<file path="config.mk">
export PLATFORM = sky130hd
export DESIGN_NAME = axis_cmd_gen_mm2s_flat
export DESIGN_NICKNAME = d
export VERILOG_FILES = /design/src/rtl/axis_dm_pkg.sv /design/src/rtl/axis_cmd_gen_mm2s_if.sv /design/src/rtl/axis_cmd_gen_mm2s_sts_mon.sv /design/src/rtl/axis_cmd_gen_mm2s.sv /design/src/flat_wrapper.sv
export SDC_FILE = /design/constraint.sdc
export NUM_CORES = 1
export LEC_CHECK = 0
export ABC_AREA = 1
export CORE_MARGIN = 2
export CORE_UTILIZATION = 58
export CTS_CLUSTER_SIZE = 20
export DETAILED_ROUTE_END_ITERATION = 7
export GPL_ROUTABILITY_DRIVEN = 0
export MAX_ROUTING_LAYER = met4
export PLACE_DENSITY = 0.86
export SETUP_SLACK_MARGIN = 0.05
export SLEW_MARGIN = 20
export SYNTH_ARGS = -nofsm -noshare
export SYNTH_HDL_FRONTEND = slang
export SYNTH_SLANG_ARGS = --single-unit
</file>
<file path="constraint.sdc">
create_clock -name clk -period 6.9 [get_ports clk]
set_input_delay 1.38 -clock clk [delete_from_list [all_inputs] [get_ports clk]]
set_output_delay 1.38 -clock clk [all_outputs]
set_load 0.005 [all_outputs]
</file>
<file path="src/rtl/axis_dm_pkg.sv">
// Shared DataMover command/status definitions for the S2MM and MM2S command generators.
package axis_dm_pkg;

    localparam int unsigned DM_CMD_W = 72;
    localparam int unsigned DM_BTT_W = 23;
    localparam int unsigned DM_STS_W = 8;
    localparam int unsigned OUTST_W  = 4;

    localparam int unsigned CMD_SOF_BIT  = 23;
    localparam int unsigned CMD_EOF_BIT  = 30;
    localparam int unsigned CMD_TYPE_BIT = 31;
    localparam int unsigned CMD_ADDR_LSB = 32;
    localparam int unsigned CMD_TAG_LSB  = 64;

    localparam int unsigned STS_OKAY_BIT   = 7;
    localparam int unsigned STS_SLVERR_BIT = 6;
    localparam int unsigned STS_DECERR_BIT = 5;
    localparam int unsigned STS_INTERR_BIT = 4;

    typedef enum logic [1:0] {
        ST_IDLE     = 2'd0,
        ST_ISSUE    = 2'd1,
        ST_WAIT_ACK = 2'd2,
        ST_DRAIN    = 2'd3
    } dm_state_t;

    function automatic logic [DM_CMD_W-1:0] build_cmd(
        input logic [31:0]         addr,
        input logic [DM_BTT_W-1:0] btt,
        input logic                cmd_type,
        input logic [3:0]          tag
    );
        logic [DM_CMD_W-1:0] c;
        c                       = '0;
        c[DM_BTT_W-1:0]         = btt;
        c[CMD_SOF_BIT]          = 1'b1;
        c[CMD_EOF_BIT]          = 1'b1;
        c[CMD_TYPE_BIT]         = cmd_type;
        c[CMD_ADDR_LSB +: 32]   = addr;
        c[CMD_TAG_LSB +: 4]     = tag;
        return c;
    endfunction

    // flags = status bits [7:4] = {OKAY, SLVERR, DECERR, INTERR}
    function automatic logic sts_is_err(input logic [3:0] flags);
        return ~flags[STS_OKAY_BIT-4] | flags[STS_SLVERR_BIT-4]
             | flags[STS_DECERR_BIT-4] | flags[STS_INTERR_BIT-4];
    endfunction

endpackage

</file>
<file path="src/rtl/axis_cmd_gen_mm2s_if.sv">
// DataMover MM2S command and status streams between the generator (master) and DataMover (slave).
interface axis_cmd_gen_mm2s_if;
    import axis_dm_pkg::*;

    logic [DM_CMD_W-1:0] m_axis_cmd_tdata;
    logic                m_axis_cmd_tvalid;
    logic                m_axis_cmd_tready;
    logic [DM_STS_W-1:0] s_axis_sts_tdata;
    logic                s_axis_sts_tvalid;
    logic                s_axis_sts_tready;

    modport master (
        output m_axis_cmd_tdata, m_axis_cmd_tvalid,
        input  m_axis_cmd_tready,
        input  s_axis_sts_tdata, s_axis_sts_tvalid,
        output s_axis_sts_tready
    );

    modport slave (
        input  m_axis_cmd_tdata, m_axis_cmd_tvalid,
        output m_axis_cmd_tready,
        output s_axis_sts_tdata, s_axis_sts_tvalid,
        input  s_axis_sts_tready
    );

endinterface

</file>
<file path="src/rtl/axis_cmd_gen_mm2s_sts_mon.sv">
// dm_sts_mon: MM2S status handshake, outstanding-command counter and sticky error decode.
module dm_sts_mon
    import axis_dm_pkg::*;
(
    input  logic                clk,
    input  logic                resetn,
    input  logic                i_clr_all,
    input  logic                i_clr_err,
    input  logic                i_cmd_acc,
    input  logic [DM_STS_W-1:0] i_sts_tdata,
    input  logic                i_sts_tvalid,
    output logic                o_sts_tready,
    output logic [OUTST_W-1:0]  o_outstanding,
    output logic                o_err
);

    logic               r_sts_tready;
    logic [OUTST_W-1:0] r_outstanding;
    logic               r_err;
    logic               w_sts_acc;
    logic               w_underflow;
    logic               w_unused_tag;

    assign w_sts_acc    = i_sts_tvalid & r_sts_tready;
    assign w_underflow  = w_sts_acc & ~i_cmd_acc & (r_outstanding == '0);
    assign w_unused_tag = ^i_sts_tdata[3:0];

    always_ff @(posedge clk or negedge resetn) begin
        if (!resetn) begin
            r_sts_tready  <= 1'b0;
            r_outstanding <= '0;
            r_err         <= 1'b0;
        end else begin
            r_sts_tready <= 1'b1;
            if (i_clr_all) begin
                r_outstanding <= '0;
                r_err         <= 1'b0;
            end else begin
                // Simultaneous accept and status cancel out; an orphan status is dropped.
                if (i_cmd_acc && !w_sts_acc)
                    r_outstanding <= r_outstanding + 1'b1;
                else if (w_sts_acc && !i_cmd_acc && !w_underflow)
                    r_outstanding <= r_outstanding - 1'b1;

                if (w_sts_acc && (sts_is_err(i_sts_tdata[7:4]) || w_underflow))
                    r_err <= 1'b1;
                else if (i_clr_err)
                    r_err <= 1'b0;
            end
        end
    end

    assign o_sts_tready  = r_sts_tready;
    assign o_outstanding = r_outstanding;
    assign o_err         = r_err;

endmodule

</file>
<file path="src/rtl/axis_cmd_gen_mm2s.sv">
// MM2S command generator: splits a playback region into DataMover read commands and tracks status.
// Optional continuous replay enabled by defining MM2S_LOOP_EN (adds the loop_en port).
module axis_cmd_gen_mm2s
    import axis_dm_pkg::*;
#(
    parameter int unsigned BTT_WIDTH       = 23,
    parameter int unsigned MAX_BURST_LEN   = 4096,
    parameter int unsigned MAX_OUTSTANDING = 4
) (
    input  logic                       clk,
    input  logic                       resetn,
    axis_cmd_gen_mm2s_if.master        dm,
    input  logic                       read_start,
    input  logic                       read_reset,
    input  logic [31:0]                base_addr,
    input  logic [31:0]                play_size,
`ifdef MM2S_LOOP_EN
    input  logic                       loop_en,
`endif
    output logic                       busy,
    output logic                       done,
    output logic                       err
);

    localparam logic [31:0]        MAX_LEN = 32'(MAX_BURST_LEN);
    localparam logic [OUTST_W-1:0] MAX_OUT = OUTST_W'(MAX_OUTSTANDING);

    dm_state_t           r_state;
    logic [31:0]         r_addr;
    logic [31:0]         r_remaining;
    logic [3:0]          r_tag;
    logic [DM_CMD_W-1:0] r_cmd;
    logic                r_cmd_tvalid;
    logic                r_busy;
    logic                r_done;
`ifdef MM2S_LOOP_EN
    logic [31:0]         r_base;
    logic [31:0]         r_size;
`endif

    logic [31:0]          w_xfer;
    logic [BTT_WIDTH-1:0] w_btt;
    logic                 w_cmd_acc;
    logic                 w_last;
    logic                 w_start;
    logic [OUTST_W-1:0]   w_outstanding;
    logic                 w_err;
    logic                 w_sts_tready;

    assign w_xfer    = (r_remaining > MAX_LEN) ? MAX_LEN : r_remaining;
    assign w_btt     = w_xfer[BTT_WIDTH-1:0];
    assign w_cmd_acc = r_cmd_tvalid & dm.m_axis_cmd_tready;
    assign w_last    = (r_remaining <= w_xfer);
    assign w_start   = (r_state == ST_IDLE) & read_start & ~read_reset;

    dm_sts_mon u_sts_mon (
        .clk           (clk),
        .resetn        (resetn),
        .i_clr_all     (read_reset),
        .i_clr_err     (w_start),
        .i_cmd_acc     (w_cmd_acc),
        .i_sts_tdata   (dm.s_axis_sts_tdata),
        .i_sts_tvalid  (dm.s_axis_sts_tvalid),
        .o_sts_tready  (w_sts_tready),
        .o_outstanding (w_outstanding),
        .o_err         (w_err)
    );

    always_ff @(posedge clk or negedge resetn) begin
        if (!resetn) begin
            r_state      <= ST_IDLE;
            r_addr       <= '0;
            r_remaining  <= '0;
            r_tag        <= '0;
            r_cmd        <= '0;
            r_cmd_tvalid <= 1'b0;
            r_busy       <= 1'b0;
            r_done       <= 1'b0;
`ifdef MM2S_LOOP_EN
            r_base       <= '0;
            r_size       <= '0;
`endif
        end else if (read_reset) begin
            r_state      <= ST_IDLE;
            r_cmd_tvalid <= 1'b0;
            r_busy       <= 1'b0;
            r_done       <= 1'b0;
        end else begin
            r_done <= 1'b0;
            case (r_state)
                ST_IDLE: begin
                    if (read_start) begin
                        r_addr      <= base_addr;
                        r_remaining <= play_size;
                        r_tag       <= '0;
`ifdef MM2S_LOOP_EN
                        r_base      <= base_addr;
                        r_size      <= play_size;
`endif
                        if (play_size == '0) begin
                            r_done <= 1'b1;
                        end else begin
                            r_state <= ST_ISSUE;
                            r_busy  <= 1'b1;
                        end
                    end
                end
                ST_ISSUE: begin
                    if (w_outstanding < MAX_OUT) begin
                        r_cmd        <= build_cmd(r_addr, DM_BTT_W'(w_btt), 1'b0, r_tag);
                        r_cmd_tvalid <= 1'b1;
                        r_state      <= ST_WAIT_ACK;
                    end
                end
                ST_WAIT_ACK: begin
                    if (w_cmd_acc) begin
                        r_cmd_tvalid <= 1'b0;
                        r_tag        <= r_tag + 1'b1;
                        r_addr       <= r_addr + w_xfer;
                        r_remaining  <= r_remaining - w_xfer;
                        if (w_last) begin
`ifdef MM2S_LOOP_EN
                            // Replay restarts straight from the latched region, skipping drain.
                            if (loop_en) begin
                                r_addr      <= r_base;
                                r_remaining <= r_size;
                                r_state     <= ST_ISSUE;
                            end else begin
                                r_state <= ST_DRAIN;
                            end
`else
                            r_state <= ST_DRAIN;
`endif
                        end else begin
                            r_state <= ST_ISSUE;
                        end
                    end
                end
                ST_DRAIN: begin
                    if (w_outstanding == '0) begin
                        r_done  <= 1'b1;
                        r_busy  <= 1'b0;
                        r_state <= ST_IDLE;
                    end
                end
                default: r_state <= ST_IDLE;
            endcase
        end
    end

    assign dm.m_axis_cmd_tdata  = r_cmd;
    assign dm.m_axis_cmd_tvalid = r_cmd_tvalid;
    assign dm.s_axis_sts_tready = w_sts_tready;
    assign busy                 = r_busy;
    assign done                 = r_done;
    assign err                  = w_err;

endmodule

</file>
<file path="src/flat_wrapper.sv">
// flat-port wrapper written by rule: the top's interface ports become plain ports
module axis_cmd_gen_mm2s_flat import axis_dm_pkg::*;
#(
    parameter int unsigned BTT_WIDTH       = 23,
    parameter int unsigned MAX_BURST_LEN   = 4096,
    parameter int unsigned MAX_OUTSTANDING = 4
)
  (clk, resetn, read_start, read_reset, base_addr, play_size, busy, done, err, dm_m_axis_cmd_tdata, dm_m_axis_cmd_tvalid, dm_m_axis_cmd_tready, dm_s_axis_sts_tdata, dm_s_axis_sts_tvalid, dm_s_axis_sts_tready);
  axis_cmd_gen_mm2s_if dm_i ();
  input  logic clk;
  input  logic resetn;
  input  logic read_start;
  input  logic read_reset;
  input  logic [31:0] base_addr;
  input  logic [31:0] play_size;
  output logic busy;
  output logic done;
  output logic err;
  output wire logic [$bits(dm_i.m_axis_cmd_tdata)-1:0] dm_m_axis_cmd_tdata;
  output wire logic [$bits(dm_i.m_axis_cmd_tvalid)-1:0] dm_m_axis_cmd_tvalid;
  input wire logic [$bits(dm_i.m_axis_cmd_tready)-1:0] dm_m_axis_cmd_tready;
  input wire logic [$bits(dm_i.s_axis_sts_tdata)-1:0] dm_s_axis_sts_tdata;
  input wire logic [$bits(dm_i.s_axis_sts_tvalid)-1:0] dm_s_axis_sts_tvalid;
  output wire logic [$bits(dm_i.s_axis_sts_tready)-1:0] dm_s_axis_sts_tready;
  assign dm_m_axis_cmd_tdata = dm_i.m_axis_cmd_tdata;
  assign dm_m_axis_cmd_tvalid = dm_i.m_axis_cmd_tvalid;
  assign dm_i.m_axis_cmd_tready = dm_m_axis_cmd_tready;
  assign dm_i.s_axis_sts_tdata = dm_s_axis_sts_tdata;
  assign dm_i.s_axis_sts_tvalid = dm_s_axis_sts_tvalid;
  assign dm_s_axis_sts_tready = dm_i.s_axis_sts_tready;
  axis_cmd_gen_mm2s #(.BTT_WIDTH(BTT_WIDTH), .MAX_BURST_LEN(MAX_BURST_LEN), .MAX_OUTSTANDING(MAX_OUTSTANDING)) u_core (.clk(clk), .resetn(resetn), .dm(dm_i), .read_start(read_start), .read_reset(read_reset), .base_addr(base_addr), .play_size(play_size), .busy(busy), .done(done), .err(err));
endmodule
</file>
==> out/results.ini, run 1 <==
[die]
core_area_sq_um = 15100
io_pins = 155
rows = 45
die_area_sq_um = 16500
die_h_um = 128
die_width_um = 128
initial_core_util_pct = 59.3

[place]
placement.io_buffers = 139
pre_cts_slack_ps = 2810
hpwl_um = 17200

[logic_synthesis]
yosysMostFrequentCell = nand2_1
ys_ff_latch = 139
syn-cell-area_sq_um = 8990
synth_area_leaders = dfrtp_1, nand2_1, nor2_1, o21ai_0, ha_1
avgSynthCellArea_sq_um = 7.21
synth_warnings = 0
synthCells = 1247
synth_common_cells = nand2_1, nor2_1, dfrtp_1
synth_top_area_cell = dfrtp_1
ys_async_sr_fraction_pct = 100
yosys.area.top_type_share_pct = 38.7
ys_seq_area_share_pct = 38.7
ys_types = 52
synth_ff_type = dfrtp_1
synth-edff-count = 0

[clock_network]
htreeDepth = 4
cts_setup_buffers = 0
clockRootBuffer = clkbuf_16
clk_path_buf_depth = 2
cts.clk_slew.worst_paths_ps = 60
cts_hold_buf = 0
insertion_delay_ps = 430
cts.repair.resized = 0
numClockSinks = 139
cts_tree = built
cts_buffers = 17

[sta]
maxSlewHeadroom_pct = 38.7
fin_worst_skew_ps = 11.0
tightest_slew_ps = 919
timing.setup.tns_ps = 0
fin_crit_sh_pct = 56.1
worst_slack_ps = 3030
setup_violations = 0
hold_viol_final = 0
period_minus_slack_ps = 3870
drv_slew = 0
fmax_ghz = 0.258
rsz0062_at_grt = false

[route]
first_pass_iters = 6
drc_errors = 0
vias = 8871
routed_via_density = 5.59
drtAntennaViolNets = 0
drt-initial-drc-count = 769
routedWlPerCell_um = 14.9
routed_wl_um = 23600

[worst_setup_path]
worstPathMaxFanout = 33
critPathCaptureType = flip-flop
crit_type = flip-flop to flip-flop
arrival_ps = 4190
required_ps = 7220
startpoint_type = flip-flop

[grt]
grt_usage_pct = 30.6
overflow = 0
grt_pass1_wl_um = 39200
antenna_found_initial = 0
first_global_vias = 8303
grt_max_degree = 91

[outcome]
outcome = finished clean

[cells_and_area]
nets = 1507
num_antenna_cells = 0
drive_gt1_share_pct = 6.08
fillers = 1225
syn2layout_area_growth_pct = 23.8
finalCoreUtilization_pct = 73.4

[power_and_ir_drop]
ir_drop_uv = 226
power.density_nw_per_um2 = 402
leakage_nw = 5.18

[worst_hold_path]
hp-class = flip-flop to flip-flop

[job]
cap_violations = 0

-- cell families after synthesis --
group / synth area share [%]
AO/OA/AOI/OAI: 15.9
buffers and inverters: 8.58
flip-flops: 38.7
AND/OR/NAND/NOR: 27.8
adder cells (fa/ha/maj): 6.01
other: 0.0836
XOR/XNOR: 2.92
-- power by group --
group	total, mW	internal [mW]	leakage [nW]	switching [mW]
Sequential	1.39	1.13	1.77	0.260
Combinational	2.17	0.859	3.13	1.31
Clock	0.916	0.559	0.285	0.357
-- registers in the layout (all words and copies together) (netlist names) --
name and cells:
u_core.dm.m_axis_cmd_tdata 60, u_core.r_state 2, u_core.dm.m_axis_cmd_tvalid 1, u_core.r_addr 32
u_core.u_sts_mon.o_sts_tready 1, u_core.busy 1, u_core.done 1, u_core.u_sts_mon.o_outstanding 4
u_core.r_remaining 32, u_core.r_tag 4, u_core.u_sts_mon.o_err 1
-- worst max-delay path: stages, from the launching register on --
cell and delay, ps:
dfrtp_1 420, inv_2 80, nand2_2 70, nor2_2 150, nand2_1 110, nor2_4 140, nand2_4 220, nor2_1 250
ha_1 250, inv_1 90, fa_1 430, o21ai_2 260, a21boi_1 160, o21ai_1 400, nand2_1 130, nand2_1 180
nand3b_1 130, nand3_1 100, nand3_1 80, nand2_1 90, nand2_1 50
-- final cells by class --
class / instances / area, sq um / share of cell area, %
clock buffer: 21 / 470 / 4.23
clock inverter: 10 / 116 / 1.05
inverter: 137 / 514 / 4.62
multi-input combinational: 947 / 4870 / 43.8
sequential: 139 / 3480 / 31.3
tap: 188 / 235 / 2.11
timing repair buffer: 145 / 1440 / 12.9
-- final timing paths --
check	from	end	slack [ps]	cells after the start
hold reg to reg	u_core.dm.m_axis_cmd_tdata[32]	u_core.dm.m_axis_cmd_tdata[32]	480	2
setup reg to reg	u_core.r_remaining[22]	u_core.r_addr[30]	3030	20
hold / removal	u_core.dm.m_axis_cmd_tdata[32]	u_core.dm.m_axis_cmd_tdata[32]	480	2
min in group asynchronous	resetn	u_core.dm.m_axis_cmd_tdata[19]	980	1
max in group asynchronous	resetn	u_core.r_remaining[21]	4700	2
setup / recovery	u_core.r_remaining[22]	u_core.r_addr[30]	3030	20
-- through the flow --
step	total power, mW	instances	cell area (sq um)	hold slack (ps)
floorplan	2.82	1276	9100	468
global placement	3.42	1556	10500	464
detailed placement	3.49	1556	10500	464
CTS	4.42	1587	11100	481
global route	4.84	1587	11100	494
finish	4.47	1587	11100	478
-- layer usage --
layer	global-route usage [%]	routed length [um]	part of all wire (%)
met5	-	0	0
met4	10.9	542	2.3
met3	4.82	1640	7.0
met2	48.7	11200	48
met1	40.0	10100	43
-- placed cells by master (no fill, tap or decap), types with 5 or more instances in the layout --
master           count
nand3_1             58
nand4_1             18
nor2_2               6
buf_4                6
o21ai_0            113
dfrtp_1            139
clkdlybuf4s50_1    138
nand2_2             11
clkbuf_16           17
inv_2               16
nor4_1              12
o211ai_1            18
o22ai_1             20
xnor2_1             10
ha_1                39
nor3_1              13
nor2_1             160
o21ai_1             16
a21oi_1             55
conb_1              31
inv_1              120
xor2_1              20
nand2_1            300
a31oi_1              5
Note: power is estimated with default switching activity, not from simulation.
==> run 2, diff against run 1 <==
--- a/config.mk
+++ b/config.mk
@@ -7,12 +7,12 @@
 export LEC_CHECK = 0
 export ABC_AREA = 1
 export CORE_MARGIN = 2
-export CORE_UTILIZATION = 58
+export CORE_UTILIZATION = 54
 export CTS_CLUSTER_SIZE = 20
 export DETAILED_ROUTE_END_ITERATION = 7
 export GPL_ROUTABILITY_DRIVEN = 0
 export MAX_ROUTING_LAYER = met4
-export PLACE_DENSITY = 0.86
+export PLACE_DENSITY = 0.81
 export SETUP_SLACK_MARGIN = 0.05
 export SLEW_MARGIN = 20
 export SYNTH_ARGS = -nofsm -noshare
==> constraint.sdc (replaced) <==
create_clock -name clk -period 3.9 [get_ports clk]
set_input_delay 0.78 -clock clk [delete_from_list [all_inputs] [get_ports clk]]
set_output_delay 0.78 -clock clk [all_outputs]
set_load 0.005 [all_outputs]
==> out/results.ini, run 2 (synthesis results as in run 1) <==
[outcome]
outcome = finished clean  ; unchanged

[sta]
fin_crit_sh_pct = 92.2  ; was 56.1%
setup_violations = 0  ; unchanged
rsz0062_at_grt = false  ; unchanged
fmax_ghz = 0.278  ; was 0.258 GHz
maxSlewHeadroom_pct = 52.5  ; was 38.7%
tightest_slew_ps = 707  ; was 919 ps
hold_viol_final = 0  ; unchanged
worst_slack_ps = 306  ; was 3030 ps
period_minus_slack_ps = 3590  ; was 3870 ps
drv_slew = 0  ; unchanged
timing.setup.tns_ps = 0  ; unchanged
fin_worst_skew_ps = 5.61  ; was 11.0 ps

[route]
routedWlPerCell_um = 14.9  ; about the same
drtAntennaViolNets = 0  ; unchanged
drc_errors = 0  ; unchanged
vias = 8790  ; was 8871
routed_via_density = 5.42  ; was 5.59
drt-initial-drc-count = 840  ; was 769
routed_wl_um = 24100  ; was 23600 um
first_pass_iters = 6  ; unchanged

[clock_network]
cts_tree = built  ; unchanged
cts_setup_buffers = 0  ; unchanged
clockRootBuffer = clkbuf_16  ; unchanged
cts.repair.resized = 0  ; unchanged
cts_hold_buf = 0  ; unchanged
cts.clk_slew.worst_paths_ps = 60  ; about the same
cts_buffers = 17  ; unchanged
clk_path_buf_depth = 2  ; unchanged
numClockSinks = 139  ; unchanged
htreeDepth = 4  ; unchanged
insertion_delay_ps = 430  ; about the same

[die]
io_pins = 155  ; unchanged
rows = 47  ; was 45
die_area_sq_um = 17700  ; was 16500 sq um
core_area_sq_um = 16400  ; was 15100 sq um
die_width_um = 133  ; was 128 um
initial_core_util_pct = 54.8  ; was 59.3%
die_h_um = 133  ; was 128 um

[worst_setup_path]
cpMaxStageDelayCell = fa_1  ; unchanged
arrival_ps = 3890  ; was 4190 ps
crit_family = simple AND/OR/NAND/NOR gates  ; unchanged
timing.rr.start = u_core.r_remaining[16]  ; was u_core.r_remaining[22]
critPathCaptureType = flip-flop  ; unchanged
required_ps = 4200  ; was 7220 ps
setup.worst_path.start = u_core.r_remaining[16]  ; was u_core.r_remaining[22]
crit_chain = inv_1, nand2_2, nor2_4, nand2_1, nor2_4, nand2_4, nor2_1, ha_1, inv_1, fa_1, o21ai_2, a21boi_1, o21ai_0, nand2_1, nand2_1, nand2_1, nand3_1, nand3_1, nand2_1, o21ai_0  ; was inv_2, nand2_2, nor2_2, nand2_1, nor2_4, nand2_4, nor2_1, ha_1, inv_1, fa_1, o21ai_2, a21boi_1, o21ai_1, nand2_1, nand2_1, nand3b_1, nand3_1, nand3_1, nand2_1, nand2_1
cpPeakStageDelay_ps = 420  ; was 430 ps
critPathBufInv = 2  ; unchanged
worstPathMaxFanout = 19  ; was 33
crit_type = flip-flop to flip-flop  ; unchanged
startpoint_type = flip-flop  ; unchanged
crit_top_cell = nand2_1  ; unchanged

[grt]
grt_max_degree = 90  ; was 91
first_global_vias = 8168  ; was 8303
overflow = 0  ; unchanged
grt_pass1_wl_um = 39900  ; was 39200 um
grt_usage_pct = 28.9  ; was 30.6%
antenna_found_initial = 0  ; unchanged

[cells_and_area]
final_cell_mix = nand2_1, nor2_1, dfrtp_1, clkdlybuf4s50_1, inv_1  ; unchanged
largest_reg_flops = 60  ; unchanged
syn2layout_area_growth_pct = 25.0  ; was 23.8%
drive_gt1_share_pct = 6.28  ; was 6.08%
num_antenna_cells = 0  ; unchanged
fillers = 1373  ; was 1225
layout_commonest_cell = nand2_1  ; unchanged
final_cells = 1622  ; was 1587
nets = 1510  ; was 1507
fin_area_sq_um = 11200  ; was 11100 sq um

[job]
cap_violations = 0  ; unchanged

[place]
hpwl_um = 17700  ; was 17200 um
dp.cells = 1591  ; was 1556
placed_area_sq_um = 10600  ; was 10500 sq um
pre_cts_slack_ps = 389  ; was 2810 ps
placement.io_buffers = 139  ; unchanged

[power_and_ir_drop]
power_mw = 8.02  ; was 4.47 mW
ir_drop_uv = 392  ; was 226 uV
power.density_nw_per_um2 = 714  ; was 402 nW/um^2
leakage_nw = 5.21  ; was 5.18 nW

[worst_hold_path]
hp-class = input pin to asynchronous set/reset pin  ; was flip-flop to flip-flop

-- run 2: cell count changes in the layout (fill, tap and decap cells not counted) --
cell,delta
clkinv_2,-1
buf_4,+1
buf_12,+2
clkinv_4,+1
bufinv_16,+1
inv_6,-1
-- run 2: per-stage QoR --
step	util, %	hold slack, ps
2_1_floorplan	-	468
3_3_place_gp	64.7	464
3_5_place_dp	64.7	468
4_1_cts	68.5	330
5_1_grt	68.5	350
6_report	68.5	307
-- run 2: power by group --
part	internal, mW	leakage [nW]	switching (mW)
Combinational	1.54	3.15	2.33
Sequential	2.00	1.77	0.463
Clock	1.05	0.295	0.632
Total	4.59	5.21	3.42
-- run 2: worst reg2reg max path, stage by stage, from the launching register on --
cell	delay, ps
dfrtp_1	410
inv_1	140
nand2_2	100
nor2_4	100
nand2_1	90
nor2_4	120
nand2_4	150
nor2_1	220
ha_1	240
inv_1	80
fa_1	420
o21ai_2	240
a21boi_1	150
o21ai_0	400
nand2_1	100
nand2_1	120
nand2_1	80
nand3_1	70
nand3_1	90
nand2_1	100
o21ai_0	80
-- run 2: path summary, 6_finish.rpt --
path	cells after the start	end	slack [ps]
min in group clk	2	u_core.dm.m_axis_cmd_tdata[49]	480
hold / removal	1	u_core.dm.m_axis_cmd_tdata[14]	310
max in group asynchronous	2	u_core.r_remaining[30]	2770
setup / recovery	20	u_core.r_addr[16]	310
setup reg to reg	20	u_core.r_addr[16]	310
hold reg to reg	2	u_core.dm.m_axis_cmd_tdata[49]	480
-- run 2: layout make-up --
class | count | area (sq um) | area share, %
multi-input combinational | 947 | 4870 | 43.3
sequential | 139 | 3480 | 31.0
timing repair buffer | 148 | 1490 | 13.2
inverter | 137 | 514 | 4.58
clock buffer | 21 | 470 | 4.19
tap | 220 | 275 | 2.45
clock inverter | 10 | 141 | 1.26
-- run 2: routing by layer --
layer  vias up  GRT usage, %  wire length, um
met2       308          47.5            11600
met1      4099          37.7            10700
met3        34          4.48             1370
met4         0          6.99              371
li1       4349             -                -
met5         -             -                0
==> run 3, diff against run 2 <==
--- a/config.mk
+++ b/config.mk
@@ -18,3 +18,4 @@
 export SYNTH_ARGS = -nofsm -noshare
 export SYNTH_HDL_FRONTEND = slang
 export SYNTH_SLANG_ARGS = --single-unit
+export TNS_END_PERCENT = 30
==> results of run 3 <==
The final DEF is identical to that of run 2; final timing and power are the same.
